### src/rtl/xpoint_sched.sv
// Crosspoint scheduler: decodes turn bits, round-robin arbitrates H/V flits that target
// the same output, and registers switched flits into one-entry output slots.
module xpoint_sched #(
  parameter int unsigned FLIT_SIZE = 32,
  parameter int unsigned TURN_BIT  = FLIT_SIZE - 1,
  parameter int unsigned CNT_W     = 16
) (
  input  logic                 clk,
  input  logic                 rst,
  input  logic [FLIT_SIZE-1:0] h_in_flit,
  input  logic                 h_in_valid,
  output logic                 h_in_ready,
  input  logic [FLIT_SIZE-1:0] v_in_flit,
  input  logic                 v_in_valid,
  output logic                 v_in_ready,
  output logic [FLIT_SIZE-1:0] h_out_flit,
  output logic                 h_out_valid,
  input  logic                 h_out_ready,
  output logic [FLIT_SIZE-1:0] v_out_flit,
  output logic                 v_out_valid,
  input  logic                 v_out_ready,
  output logic                 cross_enable,
  output logic [CNT_W-1:0]     conflict_cnt
);

  logic [FLIT_SIZE-1:0] r_h_flit, r_v_flit;
  logic                 r_h_valid, r_v_valid;
  logic                 r_prio;  // 0 = H wins the next conflict, 1 = V
  logic [CNT_W-1:0]     r_cnt;

  logic w_h_turn, w_v_turn;
  logic w_h_free, w_v_free;
  logic w_h_tgt_free, w_v_tgt_free;
  logic w_conflict, w_conflict_granted;
  logic w_grant_h, w_grant_v;
  logic w_h_load, w_v_load;
  logic [FLIT_SIZE-1:0] w_h_load_flit, w_v_load_flit;

  assign w_h_turn = h_in_flit[TURN_BIT];
  assign w_v_turn = v_in_flit[TURN_BIT];

  assign w_h_free = !r_h_valid || h_out_ready;
  assign w_v_free = !r_v_valid || v_out_ready;

  // H turning goes to the V slot; V turning goes to the H slot.
  assign w_h_tgt_free = w_h_turn ? w_v_free : w_h_free;
  assign w_v_tgt_free = w_v_turn ? w_h_free : w_v_free;

  // Same target slot exactly when the two turn bits differ.
  assign w_conflict = h_in_valid && v_in_valid && (w_h_turn != w_v_turn);

  always_comb begin
    w_grant_h          = 1'b0;
    w_grant_v          = 1'b0;
    w_conflict_granted = 1'b0;
    if (w_conflict) begin
      if (w_h_tgt_free) begin
        w_conflict_granted = 1'b1;
        w_grant_h          = !r_prio;
        w_grant_v          = r_prio;
      end
    end else begin
      w_grant_h = h_in_valid && w_h_tgt_free;
      w_grant_v = v_in_valid && w_v_tgt_free;
    end
  end

  assign h_in_ready   = w_grant_h;
  assign v_in_ready   = w_grant_v;
  assign cross_enable = (w_grant_h && w_h_turn) || (w_grant_v && w_v_turn);

  assign w_h_load      = (w_grant_h && !w_h_turn) || (w_grant_v && w_v_turn);
  assign w_v_load      = (w_grant_v && !w_v_turn) || (w_grant_h && w_h_turn);
  assign w_h_load_flit = (w_grant_h && !w_h_turn) ? h_in_flit : v_in_flit;
  assign w_v_load_flit = (w_grant_v && !w_v_turn) ? v_in_flit : h_in_flit;

  always_ff @(posedge clk or posedge rst) begin
    if (rst) begin
      r_h_flit  <= '0;
      r_h_valid <= 1'b0;
    end else if (w_h_load) begin
      r_h_flit  <= w_h_load_flit;
      r_h_valid <= 1'b1;
    end else if (h_out_ready) begin
      r_h_valid <= 1'b0;
    end
  end

  always_ff @(posedge clk or posedge rst) begin
    if (rst) begin
      r_v_flit  <= '0;
      r_v_valid <= 1'b0;
    end else if (w_v_load) begin
      r_v_flit  <= w_v_load_flit;
      r_v_valid <= 1'b1;
    end else if (v_out_ready) begin
      r_v_valid <= 1'b0;
    end
  end

  always_ff @(posedge clk or posedge rst) begin
    if (rst) begin
      r_prio <= 1'b0;
      r_cnt  <= '0;
    end else if (w_conflict_granted) begin
      r_prio <= !r_prio;
      if (r_cnt != {CNT_W{1'b1}}) begin
        r_cnt <= r_cnt + 1'b1;
      end
    end
  end

  assign h_out_flit   = r_h_flit;
  assign h_out_valid  = r_h_valid;
  assign v_out_flit   = r_v_flit;
  assign v_out_valid  = r_v_valid;
  assign conflict_cnt = r_cnt;

endmodule

### config.mk
export PLATFORM = sky130hd
export DESIGN_NAME = xpoint_sched
export DESIGN_NICKNAME = d
export VERILOG_FILES = /design/src/rtl/xpoint_sched.sv
export SDC_FILE = /design/constraint.sdc
export NUM_CORES = 1
export LEC_CHECK = 0
export CORE_ASPECT_RATIO = 1.25
export CORE_MARGIN = 10
export CORE_UTILIZATION = 44
export DETAILED_ROUTE_END_ITERATION = 8
export GPL_ROUTABILITY_DRIVEN = 0
export PLACE_DENSITY = 0.81
export SLEW_MARGIN = 20
export SYNTH_ARGS = -nofsm -noshare
export SYNTH_HDL_FRONTEND = slang
export SYNTH_SLANG_ARGS = --single-unit
export TNS_END_PERCENT = 50
### constraint.sdc
create_clock -name clk -period 3.9 [get_ports clk]
set_clock_uncertainty 0.15 [all_clocks]
set_input_delay 0.78 -clock clk [delete_from_list [all_inputs] [get_ports clk]]
set_output_delay 0.78 -clock clk [all_outputs]
set_load 0.1 [all_outputs]
==> impl_metrics.prom <==
# TYPE chip_impl_metric gauge
chip_impl_info{name="status",value="complete, no violations"} 1
chip_impl_metric{name="grt_start_max_net_pins",unit=""} 36
chip_impl_metric{name="placeableCoreArea",unit="mm2"} 0.00865
chip_impl_metric{name="achievable-frequency",unit="MHz"} 302
chip_impl_info{name="timing.critical_path.to_type",value="output pin"} 1
chip_impl_metric{name="core.rowCount",unit=""} 38
chip_impl_metric{name="first_pass_grt_wire_length",unit="um"} 18600
chip_impl_info{name="clock-root-buffer",value="sky130_fd_sc_hd__clkbuf_8"} 1
chip_impl_metric{name="antenna_cells",unit=""} 0
chip_impl_metric{name="avgSynthCellArea",unit="um2"} 10.7
chip_impl_metric{name="clock_latency",unit="ps"} 350
chip_impl_metric{name="sequential_cell_area",unit="mm2"} 0.00208
chip_impl_info{name="cts_tree",value="done"} 1
chip_impl_metric{name="multi_input_comb_area",unit="mm2"} 0.00167
chip_impl_metric{name="detailedRoute.firstIterationViolations",unit=""} 102
chip_impl_metric{name="netlist_area",unit="mm2"} 0.00391
chip_impl_metric{name="wirelength",unit="um"} 11300
chip_impl_metric{name="report.power.total",unit="mW"} 4.65
chip_impl_metric{name="die_height",unit="um"} 125
chip_impl_info{name="highest_layer",value="met4"} 1
chip_impl_metric{name="drive_above_1_share",unit="%"} 7.16
chip_impl_metric{name="clock_tree.buffer_depth",unit=""} 2
chip_impl_metric{name="crit_fanout",unit=""} 6
chip_impl_metric{name="finalCritPeriodShare",unit="%"} 85.0
chip_impl_info{name="post_synth_most_frequent_cells",value="sky130_fd_sc_hd__dfrtp_1, sky130_fd_sc_hd__nor2_1, sky130_fd_sc_hd__a21oi_1, sky130_fd_sc_hd__mux2i_1, sky130_fd_sc_hd__xnor2_1"} 1
chip_impl_info{name="unrepaired_setup_endpoints_after_global_routing",value="no"} 1
chip_impl_metric{name="dieWidth",unit="um"} 104
chip_impl_metric{name="crit_arrival",unit="ps"} 2390
chip_impl_metric{name="syn-instance-count",unit=""} 365
chip_impl_metric{name="final.min_clock_period",unit="ps"} 3320
chip_impl_metric{name="number_of_antenna_violations_at_the_first_check_in_global_routing",unit=""} 0
chip_impl_metric{name="overflow",unit=""} 0
chip_impl_metric{name="relSlewSlack",unit="%"} 31.6
chip_impl_metric{name="post_cts_buffers",unit=""} 0
chip_impl_metric{name="drv_cap",unit=""} 0
chip_impl_metric{name="dieArea",unit="mm2"} 0.0131
chip_impl_metric{name="initial_utilization",unit="%"} 45.2
chip_impl_metric{name="io_buffer_count",unit=""} 154
chip_impl_metric{name="ant_nets",unit=""} 0
chip_impl_metric{name="post_cts_resized",unit=""} 0
chip_impl_metric{name="grt_usage",unit="%"} 17.4
chip_impl_metric{name="met3RoutedLength",unit="um"} 910
chip_impl_metric{name="yosysWarningCount",unit=""} 0
chip_impl_metric{name="crit_path_max_incr_delay",unit="ps"} 580
chip_impl_metric{name="synth_cell_types",unit=""} 34
chip_impl_metric{name="yosysTopAreaCellShare",unit="%"} 53.2
chip_impl_metric{name="powerDensity",unit="mW/mm2"} 804
chip_impl_metric{name="drt_pre_antenna_iters",unit=""} 4
chip_impl_metric{name="async_reset_ff_share",unit="%"} 100
chip_impl_metric{name="tightestPinTransition",unit="ps"} 1020
chip_impl_metric{name="cts_made_buffers",unit=""} 9
chip_impl_metric{name="finalNetCount",unit=""} 584
chip_impl_metric{name="ys_seq_area_share",unit="%"} 53.2
chip_impl_metric{name="cp.required",unit="ps"} 2970
chip_impl_metric{name="clock_sink_count",unit=""} 83
chip_impl_metric{name="htree_levels",unit=""} 3
chip_impl_info{name="timing.setup.critical_path_class",value="primary input to output pin"} 1
chip_impl_metric{name="syn-num-nets",unit=""} 436
chip_impl_metric{name="report.final.setup_viol",unit=""} 0
chip_impl_metric{name="drc",unit=""} 0
chip_impl_metric{name="synth-edff-count",unit=""} 0
chip_impl_metric{name="max-vdd-ir-drop",unit="mV"} 0.796
chip_impl_info{name="hp-class",value="register to register"} 1
chip_impl_metric{name="syn2layout_area_growth",unit="%"} 48.0
chip_impl_info{name="most_common_flop_cell_mapped_by_yosys",value="sky130_fd_sc_hd__dfrtp_1"} 1
chip_impl_metric{name="cts-hold-fix-buffers",unit=""} 0
chip_impl_metric{name="final-max-slew-violation-count",unit=""} 0
chip_impl_metric{name="detail_route.vias_per_cell",unit=""} 5.13
chip_impl_metric{name="postSynthRegisterBits",unit=""} 83
chip_impl_metric{name="critical_path.n_buffers_inverters",unit=""} 2
chip_impl_info{name="yosys-top-cells-area",value="sky130_fd_sc_hd__dfrtp_1, sky130_fd_sc_hd__mux2i_1, sky130_fd_sc_hd__a21oi_1"} 1
chip_impl_metric{name="report.final.hold_viol_count",unit=""} 0
chip_impl_metric{name="total_leakage_power",unit="nW"} 2.34
chip_impl_metric{name="top_level_ports",unit=""} 155
chip_impl_metric{name="final.setup.tns",unit="ps"} 0
chip_impl_metric{name="rrSetupSlack",unit="ps"} 1640
chip_impl_metric{name="vias",unit=""} 3265
chip_impl_info{name="path_cells",value="clkdlybuf4s50_1 -> xor2_1 -> nand3_1 -> and3b_2 -> or2_1 -> buf_12"} 1
chip_impl_info{name="largest_delay_contributor_family_on_the_critical_path",value="buffers and inverters"} 1
chip_impl_metric{name="wl_per_cell",unit="um"} 17.8
chip_impl_info{name="yosysMostFrequentCell",value="sky130_fd_sc_hd__dfrtp_1"} 1
chip_impl_info{name="startpoint_type",value="primary input"} 1
chip_impl_metric{name="routedLengthMet1",unit="um"} 4550
chip_impl_metric{name="grt_pass1_vias",unit=""} 3523
chip_impl_metric{name="fill_cells",unit=""} 700
chip_impl_info{name="synth.largest_area_cell",value="sky130_fd_sc_hd__dfrtp_1"} 1
chip_impl_metric{name="cts.clk_slew.worst_paths",unit="ps"} 90
chip_impl_metric{name="detailed_route_wirelength_on_metal2",unit="um"} 5590
chip_impl_metric{name="detailedPlacementHpwl",unit="um"} 8460
chip_impl_info{name="critical-path-slowest-cell",value="sky130_fd_sc_hd__clkdlybuf4s50_1"} 1
cell type report:
type                            count  area share [%]
Inverter                            3           0.216
Multi-Input combinational cell    255            28.9
Clock buffer                       10            2.38
Timing Repair Buffer              161            27.9
Sequential cell                    83            35.9
Tap cell                          120            2.60
Clock inverter                      5            2.16
worst register-to-register path: cells and delay by family, from the launching register on:
| family | cells | cell delay, ps |
|---|---|---|
| AOI/OAI and AO/OA | 1 | 670 |
| DFF | 1 | 430 |
| muxes | 1 | 420 |
| and+or+nand+nor | 2 | 480 |
state kept, by name, summed over array words and instances, names as in the netlist:
register,count
conflict_cnt,16
h_out_flit,32
r_prio,1
v_out_valid,1
h_out_valid,1
v_out_flit,32
cell families after synthesis:
logic type	count (synthesis)	synth area share (%)
flip-flops	83	53.2
XOR/XNOR	16	3.59
multiplexers	64	16.5
buffers and inverters	27	4.19
adder cells (fa/ha/maj)	1	0.320
AND/OR/NAND/NOR	104	12.7
AO/OA/AOI/OAI	70	9.57
where the power goes:
group	leakage (nW)	total (mW)	internal [mW]	switching (mW)
clock network	0.132	0.809	0.503	0.305
registers	0.967	1.22	1.08	0.143
logic	1.25	2.62	0.615	2.01
through the flow:
stage | utilization (%) | setup slack, ps | area, um2 | std cells | hold WS (ps)
6_report | 66.8 | 584 | 5780 | 637 | 347
5_1_grt | 66.8 | 484 | 5780 | 637 | 366
4_1_cts | 66.8 | 594 | 5780 | 637 | 352
3_5_place_dp | 63.8 | 603 | 5520 | 622 | 333
3_3_place_gp | 63.8 | 622 | 5520 | 622 | 325
2_1_floorplan | - | 456 | 3910 | 365 | 348
routing by layer:
layer  vias to the layer above  global-route usage (%)
li1                       1561                       -
met5                         -                       0
met1                      1574                    19.4
met4                         0                    7.47
met2                       109                    28.9
met3                        21                    6.78
path summary, 6_finish.rpt:
path                            depth (start not counted)                            to                         from
worst max-delay path                                    6                  cross_enable                v_in_flit[31]
worst min-delay path                                    1    v_out_flit[31]$_DFFE_PP0P_   v_out_flit[31]$_DFFE_PP0P_
worst max register to register                          4   conflict_cnt[1]$_DFFE_PP0P_  conflict_cnt[6]$_DFFE_PP0P_
worst min register to register                          1    v_out_flit[31]$_DFFE_PP0P_   v_out_flit[31]$_DFFE_PP0P_
max in group asynchronous                               3    v_out_flit[25]$_DFFE_PP0P_                          rst
min in group asynchronous                               2  conflict_cnt[10]$_DFFE_PP0P_                          rst
placed cells by master, fill, tap and decap left out, types with 2 or more instances in the layout:
cell                                n
sky130_fd_sc_hd__dfrtp_1           83
sky130_fd_sc_hd__bufinv_16          4
sky130_fd_sc_hd__nor2_1            64
sky130_fd_sc_hd__nand4_1            9
sky130_fd_sc_hd__xnor2_1           12
sky130_fd_sc_hd__mux2i_1           62
sky130_fd_sc_hd__buf_12             2
sky130_fd_sc_hd__nand2_1            6
sky130_fd_sc_hd__clkinv_2           2
sky130_fd_sc_hd__nand3b_1           2
sky130_fd_sc_hd__mux2_2             2
sky130_fd_sc_hd__inv_1              2
sky130_fd_sc_hd__a21oi_1           62
sky130_fd_sc_hd__and3_2             3
sky130_fd_sc_hd__o21a_1             2
sky130_fd_sc_hd__and3_1             3
sky130_fd_sc_hd__nand2b_1           2
sky130_fd_sc_hd__xor2_1             4
sky130_fd_sc_hd__clkbuf_8          10
sky130_fd_sc_hd__o211ai_1           2
sky130_fd_sc_hd__nand3_1            6
sky130_fd_sc_hd__o21ai_0            2
sky130_fd_sc_hd__buf_4              8
sky130_fd_sc_hd__clkdlybuf4s50_1  151
Note: power is estimated with default switching activity, not from simulation.
==> RTL change 1, RTL diff (config.mk and constraints unchanged) <==
The parameter `CNT_W` goes from 16 to 32.
--- a/src/rtl/xpoint_sched.sv
+++ b/src/rtl/xpoint_sched.sv
@@ -5,3 +5,3 @@
   parameter int unsigned TURN_BIT  = FLIT_SIZE - 1,
-  parameter int unsigned CNT_W     = 16
+  parameter int unsigned CNT_W     = 32
 ) (
Interface: changed (resized conflict_cnt); port bits go from 155 to 171. The function was not compared with the original's and may differ.
==> RTL change 1 against the original RTL <==
  * Sequential cell count increased by 16
  * Final cell count increased by 7.4%
  * Routed wire length increased by 23%
  * Critical path depth grew 1
  * Area after synthesis increased by 20%
  * Total power increased by 7.1%
  * Hold slack better by 0.0059 ns
  * Via count rose by 16%
  * Global-route usage grew 0.69 points
  * Worst setup slack got worse by 0.36 ns
  * Fmax fell by 9.9%
  * Design area increased by 20%
  * Largest cell class unchanged
  * Highest routed layer unchanged
==> RTL change 1: results <==
export IMPL_comb_power_w=0.00270
export IMPL_io_buffers=170
export IMPL_nNetsFinal=618
export IMPL_leakage_nw=2.82
export IMPL_post_place_cells=668
export IMPL_status="complete, no violations"
export IMPL_synthAdderAreaFrac_pct=0.268
export IMPL_synthTopCellsByArea="dfrtp_1 53%, mux2_2 14%, a221o_1 6.6%, nor2b_1 4.7%, xnor2_1 4.5%"
export IMPL_met1_usage_pct=20.5
export IMPL_synth_compound_area_share_pct=8.84
export IMPL_ff2ff_path_depth=6
export IMPL_via_count=3786
export IMPL_layout_drive_gt1_share_pct=18.5
export IMPL_grt_max_degree=51
export IMPL_r2r_slack_ns=1.28
export IMPL_dp_slack_ns=0.122
export IMPL_r2r_start="conflict_cnt[0]"
export IMPL_cp_slowest_stage_delay_ns=0.64
export IMPL_synthMuxAreaShare_pct=15.2
export IMPL_numCtsBuffers=9
export IMPL_cts_root_buf="clkbuf_16"
export IMPL_fin_cells=684
export IMPL_met1_length_mm=5.43
export IMPL_seq_area_frac_synth_pct=53.0
export IMPL_grtUsageTotal_pct=18.1
export IMPL_post_synth_xor_area_fraction_pct=6.00
export IMPL_arrival_ns=2.75
export IMPL_postSynthAreaPerCell_um2=12.4
export IMPL_p_seq_share_pct=27.8
export IMPL_hpwl_mm=10.1
export IMPL_ir_drop_uv=667
export IMPL_met3_usage_pct=8.69
export IMPL_min_to="conflict_cnt[19]"
export IMPL_dr_wl_met2_mm=6.89
export IMPL_drtIter0Drc=161
export IMPL_crit_fanout=7
export IMPL_ys_types=43
export IMPL_grt_pass1_wl_mm=22.4
export IMPL_fin_crit_ns=3.68
export IMPL_met2_usage_pct=30.0
export IMPL_timing_hold_ws_ns=0.353
export IMPL_clkTransAtPathRegs_ns=0.06
export IMPL_swShare_pct=50.1
export IMPL_reg2reg_to="conflict_cnt[22]"
export IMPL_wire_per_inst_um=20.3
export IMPL_hold_start="conflict_cnt[19]"
export IMPL_wl_met3_mm=1.39
export IMPL_grt_pass1_vias=4085
export IMPL_fillCellCount=819
export IMPL_synth_fp_nets=448
export IMPL_synthTopCellsByCount="99 x dfrtp_1, 60 x mux2_2, 35 x nor2b_1, 31 x a221o_1, 24 x xnor2_1"
export IMPL_relSlewSlack_pct=30.4
-- RTL change 1: changes by cell type after synthesis, sizes merged, moves of 31 or more --
cell   unedited run  this run
nor2b             1        35
mux2i            62         0
a221o             0        31
nor2             64        10
a21oi            62         5
mux2              2        63
-- RTL change 1: final cells by class --
class                   count  area [um^2]  share of cell area [%]
multi-input cells         252         2140                    30.9
inverters                   5         21.3                   0.307
well taps                 132          165                    2.38
clock buffers              12          246                    3.56
repair buffers            180         1830                    26.4
flip-flops and latches     99         2480                    35.8
clock inverters             4         50.0                   0.723
-- RTL change 1: through the flow --
stage | total power, W | cell area [um^2] | utilization, %
6_report | 0.00498 | 6930 | 65.9
5_1_grt | 0.00517 | 6930 | 65.9
4_1_cts | 0.00501 | 6920 | 65.8
3_5_place_dp | 0.00411 | 6620 | 63.0
3_3_place_gp | 0.00408 | 6620 | 63.0
2_1_floorplan | 0.00340 | 4680 | -
==> RTL change 2, RTL diff (same settings) <==
Without the edit above. Reset style: synchronous (`rst`), changed in 3 clocked blocks.
--- a/src/rtl/xpoint_sched.sv
+++ b/src/rtl/xpoint_sched.sv
@@ -76,3 +76,3 @@
 
-  always_ff @(posedge clk or posedge rst) begin
+  always_ff @(posedge clk) begin
     if (rst) begin
@@ -88,3 +88,3 @@
 
-  always_ff @(posedge clk or posedge rst) begin
+  always_ff @(posedge clk) begin
     if (rst) begin
@@ -100,3 +100,3 @@
 
-  always_ff @(posedge clk or posedge rst) begin
+  always_ff @(posedge clk) begin
     if (rst) begin
Behaviour: differs if rst is asserted again (counterexample within 4 cycles, from zero or initial values and one cycle with rst high); with rst held inactive, the same outputs for 10 cycles.
==> RTL change 2 against the original RTL <==
  * First-iteration DRC count grew to 3.3 times the old value
  * Design area is 5.8% lower
  * Synthesized cell count is 6.8% higher
  * Routed wire length is 11% higher
  * Area after synthesis is 8.0% lower
  * Worst setup slack better by 0.087 ns
  * Sequential cell count stayed put
  * Highest routed layer unchanged
Power is not compared: it rests on default switching activity, and its combinational part moved more than twofold at a synthesized area within 25%.
==> RTL change 2: results <==
export IMPL_status="complete, no violations"
export IMPL_r2r_slack_ns=1.68
export IMPL_hold_path_class="register to register"
export IMPL_postCtsSetupBuffers=0
export IMPL_whs_path_depth=2
export IMPL_synthTopCellsByArea="dfxtp_1 46%, mux2i_1 10%, a222oi_1 7.8%, nor2_1 5.0%, o21ai_0 4.7%"
export IMPL_arrival_ns=2.30
export IMPL_p_clk_w=0.000633
export IMPL_antenna_found_initial=0
export IMPL_hpwl_mm=8.92
export IMPL_synthArstFlopShare_pct=0
export IMPL_dr_pass1_iters=7
export IMPL_post_synth_xor_area_fraction_pct=2.40
export IMPL_synth_warnings=0
export IMPL_seq_area_frac_synth_pct=46.2
export IMPL_crit_fanout=9
export IMPL_grt_max_degree=53
export IMPL_synth_fp_nets=461
export IMPL_synthTopCellsByCount="83 x dfxtp_1, 48 x nor2_1, 44 x nand2_1, 36 x mux2i_1, 34 x o21ai_0"
export IMPL_grtUsageTotal_pct=20.0
export IMPL_met1_length_mm=4.72
export IMPL_drtIter0Drc=336
export IMPL_internal_power_w=0.00143
export IMPL_tightestPinTransition_ns=1.04
export IMPL_ff2ff_path_depth=6
export IMPL_grt_pass1_vias=3724
export IMPL_timing_hold_ws_ns=0.325
export IMPL_insertion_delay_ns=0.36
export IMPL_reg2reg_to="v_out_flit[6]"
export IMPL_grt_pass1_wl_mm=19.6
export IMPL_hold_start="h_out_flit[31]"
export IMPL_synthAdderAreaFrac_pct=0.348
export IMPL_wire_per_inst_um=19.9
export IMPL_yosysTopAreaCell="dfxtp_1"
export IMPL_nNetsFinal=605
export IMPL_via_count=3648
export IMPL_ys_types=47
export IMPL_cts_max_level=3
export IMPL_r2r_start="h_out_valid"
export IMPL_critPathSlowestCell="clkdlybuf4s50_1"
export IMPL_n_antenna_cell=0
export IMPL_worstSetupStartpoint="v_in_flit[31]"
export IMPL_dr_wl_met2_mm=6.10
export IMPL_wl_met3_mm=1.62
export IMPL_min_to="h_out_flit[31]"
export IMPL_layout_drive_gt1_share_pct=7.61
export IMPL_crit_family="buffers and inverters"
export IMPL_synthMuxAreaShare_pct=11.0
export IMPL_synth_compound_area_share_pct=16.9
export IMPL_post_cts_resized=0
export IMPL_comb_power_w=0.000760
-- RTL change 2: through the flow --
step / std cells / util, % / total power (W) / cell area [um^2] / setup slack, ns
2_1_floorplan: 390 / - / 0.00146 / 3600 / 0.271
3_3_place_gp: 618 / 66.5 / 0.00170 / 5250 / 0.710
3_5_place_dp: 618 / 66.5 / 0.00171 / 5250 / 0.682
4_1_cts: 634 / 69.1 / 0.00234 / 5450 / 0.674
5_1_grt: 634 / 69.1 / 0.00241 / 5450 / 0.573
6_report: 634 / 69.1 / 0.00232 / 5450 / 0.671
-- RTL change 2: final cells by class --
class                      count  area [um^2]
clock buffer                  10          138
clock inverter                 6         65.1
fill                         596         2430
inverter                       3         11.3
multi-input combinational    273         1810
sequential                    83         1660
tap                           95          119
timing repair buffer         164         1640
-- RTL change 2: layer usage --
metal / vias to the layer above / GRT usage (%)
met1: 1731 / 21.8
met2: 174 / 31.8
li1: 1728 / -
met3: 15 / 11.2
met4: 0 / 6.64
met5: - / 0
